--- src/rtl/flash_arbiter.sv ---
// Round-robin arbiter letting two requesters share one flash core port.
// Ownership is held for a whole burst, but a waiting peer forces release after MAX_BEATS beats.
module flash_arbiter #(
  parameter int ADDR_BITS = 24,
  parameter int MAX_BEATS = 16
) (
  input  logic                 clk,
  input  logic                 rst,
  input  logic                 m0_cs,
  input  logic [ADDR_BITS-3:0] m0_addr,
  input  logic                 m0_burst,
  output logic [31:0]          m0_dout,
  output logic                 m0_ack,
  input  logic                 m1_cs,
  input  logic [ADDR_BITS-3:0] m1_addr,
  input  logic                 m1_burst,
  output logic [31:0]          m1_dout,
  output logic                 m1_ack,
  output logic                 mem_cs,
  output logic [ADDR_BITS-3:0] mem_addr,
  output logic                 mem_burst,
  input  logic [31:0]          mem_dout,
  input  logic                 mem_busy,
  input  logic                 mem_ack,
  output logic [1:0]           grant,
  output logic [1:0]           state_dbg
);

  // Requester/core handshake: a requester holds cs until its access is done and
  // takes one word per cycle in which its ack is high; the arbiter never stalls an ack.
  typedef enum logic [1:0] {
    IDLE  = 2'd0,
    OWN0  = 2'd1,
    OWN1  = 2'd2,
    DRAIN = 2'd3
  } state_t;

  localparam logic [7:0] LAST_BEAT = 8'(MAX_BEATS - 1);
  localparam logic [7:0] SAT_BEAT  = 8'(MAX_BEATS);

  state_t     state;
  logic       last1;
  logic [7:0] beats;
  logic       other_cs;
  logic       final_beat;
  logic       force_rel;

  assign state_dbg = state;

  // A peer that raises cs after the counter saturated must still get a turn, hence >=.
  assign other_cs   = (state == OWN0) ? m1_cs : m0_cs;
  assign final_beat = (beats >= LAST_BEAT) && other_cs;
  assign force_rel  = final_beat && mem_ack;

  always_comb begin
    mem_cs    = 1'b0;
    mem_addr  = '0;
    mem_burst = 1'b0;
    m0_ack    = 1'b0;
    m0_dout   = '0;
    m1_ack    = 1'b0;
    m1_dout   = '0;
    case (state)
      OWN0: begin
        mem_cs    = m0_cs;
        mem_addr  = m0_addr;
        mem_burst = m0_burst & ~final_beat;
        m0_ack    = mem_ack;
        m0_dout   = mem_dout;
      end
      OWN1: begin
        mem_cs    = m1_cs;
        mem_addr  = m1_addr;
        mem_burst = m1_burst & ~final_beat;
        m1_ack    = mem_ack;
        m1_dout   = mem_dout;
      end
      default: ;
    endcase
  end

  always_ff @(posedge clk or posedge rst) begin
    if (rst) begin
      state <= IDLE;
      grant <= 2'b00;
      last1 <= 1'b1;
      beats <= '0;
    end else begin
      case (state)
        IDLE: begin
          if (m0_cs && (!m1_cs || last1)) begin
            state <= OWN0;
            grant <= 2'b01;
          end else if (m1_cs) begin
            state <= OWN1;
            grant <= 2'b10;
          end
        end
        OWN0: begin
          if (mem_ack && beats != SAT_BEAT) beats <= beats + 8'd1;
          if (!m0_cs || force_rel) begin
            state <= DRAIN;
            grant <= 2'b00;
            last1 <= 1'b0;
          end
        end
        OWN1: begin
          if (mem_ack && beats != SAT_BEAT) beats <= beats + 8'd1;
          if (!m1_cs || force_rel) begin
            state <= DRAIN;
            grant <= 2'b00;
            last1 <= 1'b1;
          end
        end
        DRAIN: begin
          if (!mem_busy) begin
            state <= IDLE;
            beats <= '0;
          end
        end
        default: begin
          state <= IDLE;
          grant <= 2'b00;
        end
      endcase
    end
  end

endmodule

--- config.mk ---
export PLATFORM = sky130hd
export DESIGN_NAME = flash_arbiter
export DESIGN_NICKNAME = d
export VERILOG_FILES = /design/src/rtl/flash_arbiter.sv
export SDC_FILE = /design/constraint.sdc
export NUM_CORES = 1
export LEC_CHECK = 0
export CAP_MARGIN = 15
export CORE_MARGIN = 5
export CORE_UTILIZATION = 29
export CTS_BUF_LIST = sky130_fd_sc_hd__clkbuf_8
export CTS_CLUSTER_SIZE = 16
export DETAILED_ROUTE_END_ITERATION = 12
export GPL_TIMING_DRIVEN = 0
export MAX_ROUTING_LAYER = met4
export PLACE_DENSITY_LB_ADDON = 0.1
export SYNTH_ARGS = -nofsm -noshare
export SYNTH_HDL_FRONTEND = slang
export SYNTH_SLANG_ARGS = --single-unit
--- constraint.sdc ---
create_clock -name clk -period 2.7 [get_ports clk]
set_clock_uncertainty 0.05 [all_clocks]
set_input_delay 0.54 -clock clk [delete_from_list [all_inputs] [get_ports clk]]
set_output_delay 0.54 -clock clk [all_outputs]
set_load 0.01 [all_outputs]
# == After elaboration in Yosys (flattened, before gate mapping) ==
# Cells that the tools add are included.
# word_totals
reg_bits,13
inputBits,84
word_cells,59
# op_classes
addsub,1
magnitude_cmp,1
eq_ne,9
muxes,23
n_bitwise,3
n_reduce_logical,18
# op_table
operator,count
32-bit 2-to-1 mux,2
22-bit one-hot mux with 2 select lines,1
8-bit 2-to-1 mux,2
8-bit one-hot mux with 2 select lines,1
2-bit 2-to-1 mux,7
8-bit by 1-bit adder with 8-bit output (second input constant),1
8-bit by 4-bit >= comparator with 1-bit output (second input constant),1
8-bit by 5-bit != test with 1-bit output (second input constant),1
2-bit one-hot mux with 4 select lines,1
4-bit AND reduction,2
1-bit one-hot mux with 2 select lines,3
2-bit one-hot mux with 3 select lines,1
3-bit AND reduction,2
1-bit 2-to-1 mux,5
2-bit equality test (second input constant),2
1-bit logical AND,4
2-bit by 1-bit != test with 1-bit output (second input constant),2
2-bit != test (second input constant),2
2-bit nonzero test,2
1-bit logical OR,3
3-bit != test (second input constant),1
3-bit nonzero test,1
1-bit AND,2
2-bit by 1-bit equality test with 1-bit output (second input constant),1
4 further kinds,5

# == Logic depth before layout (Yosys ltp) ==
# Gate-level depths: netlist (run 1).
# logic_depth
depth_word,7
mapped_depth,7

# == Worst setup path before layout (run 1) ==
# Ideal clock, no wire load.
# synth_path
path_kind,register to output
startpoint,"reg state[1], in the netlist state_dbg[1]"
endpoint,out mem_addr[5]
arrival_ps,1523
slack_ps,587
stages_incl_launch_ff,7
n_path_buf,2
cell_sequence,dfrtp_1 -> inv_1 -> ha_1 -> clkbuf_1 -> clkbuf_1 -> a22oi_1 -> nor2_1
# synth_between
elab_chain_len,2
elab_cells_between_ends,3
classes_between,eq/ne (2); mux (1)
# synth_rtl
element,line_no,rtl
"start, declared",41,state_t state;
"start signal, assigned",84,state <= IDLE;
"start signal, assigned",92,state <= OWN0;
"start signal, assigned",95,state <= OWN1;
2-bit equality test or 2-bit by 1-bit equality test with 1-bit output (tied branches),63,case (state)
22-bit one-hot mux with 2 select lines (*),63,
"end, declared",20,"output logic [ADDR_BITS-3:0] mem_addr,"
# Mark *: on every way between the ends. The rest lies on a longest branch, timed or not.

# == Worst setup path in the final report (run 1) ==
# layout_path
startpoint,"reg state[1], in the netlist state_dbg[1]"
endpoint,out m0_dout[22]
# layout_between
elab_chain_len,2
# layout_rtl
element,line_no,rtl
2-bit by 1-bit equality test with 1-bit output,63,
32-bit 2-to-1 mux,63,
"end, declared",12,"output logic [31:0] m0_dout,"
# No other way between the ends.

==> results of run 1 <==
-- through the flow --
stage | cells | setup TNS [ps] | utilization [%]
final | 477 | 0 | 66.3
after global routing | 477 | -0.514 | 66.3
after CTS | 477 | 0 | 65.5
after detailed placement | 471 | -8690 | 63.7
after global placement | 471 | -6550 | 63.7
after floorplan | 222 | 0 | -
-- cells by family (layout without fill, tap and decap cells) --
logic type	Yosys count	after routing	share of synthesized area [%]
buffers and inverters	25	208	5.85
AO/OA/AOI/OAI	52	52	23.6
adder cells (fa/ha/maj)	6	6	4.62
XOR/XNOR	1	1	0.539
flip-flops	13	13	20.1
AND/OR/NAND/NOR	120	120	42.0
multiplexers	5	5	3.39
-- final timing paths --
path,startpoint,end,slack [ps],depth (start not counted)
setup / recovery,state_dbg[1],m0_dout[22],80,6
hold / removal,grant[0],grant[0],460,1
setup reg to reg,state_dbg[0],beats[0],420,7
hold reg to reg,grant[0],grant[0],460,1
max in group asynchronous,rst,last1,1660,2
min in group asynchronous,rst,grant[1],580,2
-- layout make-up --
type | instances | area (um^2) | share of cell area [%]
buffer | 16 | 114 | 3.14
clock buffer | 3 | 41.3 | 1.14
clock inverter | 1 | 3.75 | 0.103
inverter | 9 | 38.8 | 1.07
multi-input combinational | 184 | 1210 | 33.3
sequential | 13 | 327 | 8.99
tap | 72 | 90.1 | 2.48
timing repair buffer | 179 | 1810 | 49.8
-- power breakdown --
group,internal (mW),switching (mW)
Clock,0.100,0.0693
Combinational,1.42,1.35
Sequential,0.270,0.0664
Total,1.79,1.48
-- worst max-delay path: cells and delay by family, from the launching register on --
kind | cells | cell delay (ps)
buffers and inverters | 4 | 1020
and+or+nand+nor | 1 | 160
DFF | 1 | 390
adders and majority gates | 1 | 220
-- cells in the mapped netlist, types with 2 or more instances --
cell type,instances
and2_1,67
nor2_1,26
a22oi_1,23
clkbuf_1,14
dfrtp_1,12
inv_1,8
o21ai_0,8
nand2_1,7
ha_1,6
mux2_2,4
nand3_1,4
a21boi_0,3
o31ai_1,3
a21oi_1,2
a22o_1,2
and3_1,2
or4_1,2
-- state kept, by name, indices dropped and copies added (netlist names) --
signal     flops
beats          8
grant          2
last1          1
state_dbg      2
-- placed cells by master, fill, tap and decap left out, types with 2 or more instances in the layout --
cell	Yosys	routed
a21boi_0	3	3
a21oi_1	2	2
a22o_1	2	2
a22oi_1	23	23
and2_1	67	67
and3_1	2	2
buf_2	1	2
buf_4	0	5
clkbuf_2	0	3
clkbuf_4	0	5
clkbuf_8	0	4
clkdlybuf4s50_1	0	149
dfrtp_1	12	12
dlygate4sd2_1	0	13
dlymetal6s2s_1	0	15
ha_1	6	4
ha_2	0	2
inv_1	8	9
mux2_2	4	4
nand2_1	7	7
nand3_1	4	4
nor2_1	26	26
o21ai_0	8	8
o31ai_1	3	3
or4_1	2	2
-- layer usage --
| metal | global-route usage, % | part of all wire, % | vias up |
|---|---|---|---|
| met4 | 5.47 | 1.8 | 0 |
| met3 | 3.40 | 5.5 | 11 |
| li1 | - | - | 1143 |
| met2 | 44.6 | 53 | 90 |
| met5 | - | 0 | - |
| met1 | 27.0 | 40 | 1063 |
-- what timing repair did --
action,4_1_cts,5_1_grt
setup endpoints to repair,90,68
resized for setup,39,24
endpoints found under the hold margin,0,0
buffers inserted,2,0
==> flow_summary.ini, run 1 <==
[synthesis]
syn_avg_cell_area_um2 = 7.32
ys_ff_latch = 13
ys_top_cells_by_area = and2_1, dfrtp_1, a22oi_1
netlist_area_um2 = 1630
synth-seq-area-share_pct = 20.1
yosys_most_used_dff = dfrtp_1
synthArstFlopShare_pct = 100
synth_nets = 312
synth_top_area_share_pct = 25.8
synth_top_cell_by_area = and2_1
synthDistinctLibCells = 46
ys.warnings.count = 0
netlist_instances = 222
synth_edf_count = 0

[route]
totalWireLength_mm = 8.84
vias = 2307
first_pass_iters = 4
ant_nets = 0
wl_per_cell_um = 18.5
drtIter0Drc = 81
vias_per_cell = 4.84
drcViolationCount = 0

[timing]
finalSetupViolCount = 0
holdWs_ps = 457
worst_slew_pin_slew_ps = 524
setup_ws_ps = 77.7
timing.final.crit_share_pct = 97.1
grt_setup_unrepaired = true
slew_violations = 0
fmax_mhz = 381
period_needed_ps = 2620
maxSlewHeadroom_pct = 65.1
hold_viol_final = 0

[grt]
antenna_found_initial = 0
grt_max_degree = 14
overflow = 0
grt_use_total_pct = 24.0
grt_pass1_vias = 2319
grt_pass1_wl_mm = 13.2

[clock_tree]
cts_tree = yes
insertion_delay_ps = 250
hold_buffers = 0
cts_root_buf = clkbuf_8
clk_pin_slew_ps = 50
clockBufferDepth = 2
cts_sinks = 13
ctsHtreeMaxLevel = 1
cts_made_buffers = 3

[cells_and_area]
syn_to_final_growth_pct = 123
nFillCells = 498
drive_above_1_share_pct = 7.65
nets = 496
antennaDiodeCount = 0
fin_area_um2 = 3630

[floorplanning]
io_pins = 178
dieArea_um2 = 7200
row_count = 27
initial_core_util_pct = 29.7
die_y_um = 84.9
die_x_um = 84.9
core-area_um2 = 5470

[pwr]
peakVddDrop_uv = 545
p_per_area_nw_per_um2 = 902
power.leakage_nw = 1.76
total_power_mw = 3.28

[placed_design]
place_hpwl_mm = 7.44
dp_slack_ps = -200
placed_cell_area_um2 = 3490
gp_congestion = 0.969
portBuffers = 177

[worst_setup_path]
worst_ep_required_time_ps = 2110
critPathMaxFanout = 10
start_kind = register
arrival_ps = 2030
cp_cell_sequence = inv_1 > ha_2 > clkbuf_8 > buf_2 > and2_1 > clkdlybuf4s50_1
slowest_stage = clkdlybuf4s50_1
endpoint_kind = output pin
critPathKind = reg2out
max_stage_delay_ps = 560

[status]
outcome = complete, no violations

[hold_path]
hold_path.class = reg2reg

[run]
cap_violations = 0
Note: power is estimated with default switching activity, not from simulation.
==> run 2: changes to the inputs <==
--- a/config.mk
+++ b/config.mk
@@ -5,6 +5,7 @@
 export SDC_FILE = /design/constraint.sdc
 export NUM_CORES = 1
 export LEC_CHECK = 0
+export ABC_CLOCK_PERIOD_IN_PS = 2700
 export CAP_MARGIN = 15
 export CORE_MARGIN = 5
 export CORE_UTILIZATION = 29
==> results of run 2 <==
Same layout as run 1: the final DEF is identical, and so are final timing and power.
==> run 3: changes to the inputs <==
--- a/config.mk
+++ b/config.mk
@@ -9,7 +9,7 @@
 export CAP_MARGIN = 15
 export CORE_MARGIN = 5
 export CORE_UTILIZATION = 29
-export CTS_BUF_LIST = sky130_fd_sc_hd__clkbuf_8
+export CTS_BUF_LIST = sky130_fd_sc_hd__clkbuf_4
 export CTS_CLUSTER_SIZE = 16
 export DETAILED_ROUTE_END_ITERATION = 12
 export GPL_TIMING_DRIVEN = 0
@@ -18,3 +18,4 @@
 export SYNTH_ARGS = -nofsm -noshare
 export SYNTH_HDL_FRONTEND = slang
 export SYNTH_SLANG_ARGS = --single-unit
+export TNS_END_PERCENT = 10
==> run 3 against run 2 <==
  * First-iteration DRC count decreased by 22%
  * Global-route usage rose by 0.10 points
  * Worst setup slack worse by 43 ps
  * Clock-buffer cell count increased by 1
  * Combinational power shrank 2%
  * Register-to-register slack is essentially flat
  * Sequential share of layout area unchanged
  * Worst hold slack better by 4.9 ps
  * Final cell count did not move
  * Cell area did not move
  * Die area did not move
  * Non-clock buffer count unchanged
  * Largest cell class unchanged
==> flow_summary.ini, run 3 (synthesized netlist as in run 1, its figures left out) <==
[status]
outcome = complete, no violations

[timing]
timing.final.crit_share_pct = 98.7
holdWs_ps = 462
period_needed_ps = 2670
worst_slew_pin_slew_ps = 519
finalSetupViolCount = 0
fmax_mhz = 375
grt_setup_unrepaired = true
maxSlewHeadroom_pct = 65.4
hold_viol_final = 0
setup_ws_ps = 34.2
slew_violations = 0

[route]
wl_met2_mm = 4.73
met3_length_um = 522
vias_per_cell = 4.89
wl_met1_mm = 3.44
vias = 2331
first_pass_iters = 4
drtIter0Drc = 63
drcViolationCount = 0
totalWireLength_mm = 8.92
top_layer = met4
wl_per_cell_um = 18.7
ant_nets = 0

[pwr]
power.leakage_nw = 2.00
p_per_area_nw_per_um2 = 874
peakVddDrop_uv = 505

[placed_design]
place_hpwl_mm = 7.44
dp_slack_ps = -200
portBuffers = 177
gp_congestion = 0.969

[floorplanning]
io_pins = 178
core-area_um2 = 5470
dieArea_um2 = 7200
row_count = 27
initial_core_util_pct = 29.7
die_y_um = 84.9
die_x_um = 84.9

[hold_path]
min_to = grant[0]
holdPathStages = 1
hold_path.class = reg2reg
min_from = grant[0]

[cells_and_area]
drive_above_1_share_pct = 7.90
syn_to_final_growth_pct = 123
max_flop_register = beats
mostFrequentLayoutCells = clkdlybuf4s50_1, and2_1, dlymetal6s2s_1
nets = 496
final_common_cell = clkdlybuf4s50_1
multi_input_area_um2 = 1210
seq_area_um2 = 327
antennaDiodeCount = 0
largest_reg_flops = 8
nFillCells = 503

[grt]
grt_pass1_wl_mm = 13.2
grt_max_degree = 14
grt_use_total_pct = 24.1
grt_pass1_vias = 2327
overflow = 0
antenna_found_initial = 0

[worst_setup_path]
endpoint_kind = output pin
critPathLaunch = state_dbg[1]
reg2reg_to = beats[0]
rrSetupSlack_ps = 420
arrival_ps = 2080
critPathMaxFanout = 10
rr_startpoint = state_dbg[0]
start_kind = register
worst_ep_required_time_ps = 2110
critPathKind = reg2out
rr_worst_depth = 7

[clock_tree]
insertion_delay_ps = 280
clockBufferDepth = 2
ctsHtreeMaxLevel = 1
cts_sinks = 13
clk_pin_slew_ps = 80
cts_made_buffers = 3
cts_tree = yes
cts_root_buf = clkbuf_4

[run]
cap_violations = 0
-- run 3: cell count changes in the layout (fill, tap and decap cells not counted) --
cell	previous run	this run
buf_2	2	3
buf_4	5	6
clkbuf_2	3	2
clkbuf_4	5	8
clkbuf_8	4	1
clkdlybuf4s50_1	149	125
dlygate4sd2_1	13	25
dlymetal6s2s_1	15	27
inv_1	9	8
-- run 3: metrics by stage --
stage	TNS [ps]	area, um^2	power, mW	cells	util [%]
floorplan	0	1630	1.67	222	-
global placement	-6550	3490	3.03	471	63.7
detailed placement	-8690	3490	3.06	471	63.7
CTS	0	3560	3.22	477	65.0
global route	-751	3630	3.43	477	66.3
finish	0	3630	3.17	477	66.3
-- run 3: layout make-up --
cell class                 instances  share of cell area [%]
clock buffer                       4                   0.827
inverter                           9                    1.07
timing repair buffer             179                    50.2
multi-input combinational        184                    33.3
sequential                        13                    8.99
buffer                            16                    3.14
tap                               72                    2.48
-- run 3: per-layer routing --
layer,GRT usage (%),vias up
met3,3.59,15
met1,26.9,1077
met4,7.63,0
met2,43.8,98
met5,-,-
li1,-,1141
-- run 3: critical path, stage by stage, from the launching register on --
cell,delay [ps]
dfrtp_1,400
inv_1,90
ha_2,220
clkbuf_8,180
buf_2,190
and2_1,160
clkdlybuf4s50_1,550
-- run 3: timing repair --
item	CTS	global route
resized for setup	53	37
setup buffers	2	0
hold buffers	0	0
endpoints found under the hold margin	0	0
endpoints found under the setup margin	90	62
-- run 3: worst max-delay path by stage --
stage	to	slack (ps)	cells after the start
floorplan	mem_addr[5]	590	6
global placement	mem_addr[5]	-190	7
detailed placement	mem_addr[3]	-200	7
CTS	m1_dout[28]	2	6
global route	m0_dout[22]	-50	6
finish	m0_dout[22]	30	6
-- run 3: power breakdown --
| part | internal, mW | switching [mW] |
|---|---|---|
| clock | 0.0674 | 0.0651 |
| sequential | 0.270 | 0.0656 |
| combinational | 1.37 | 1.34 |
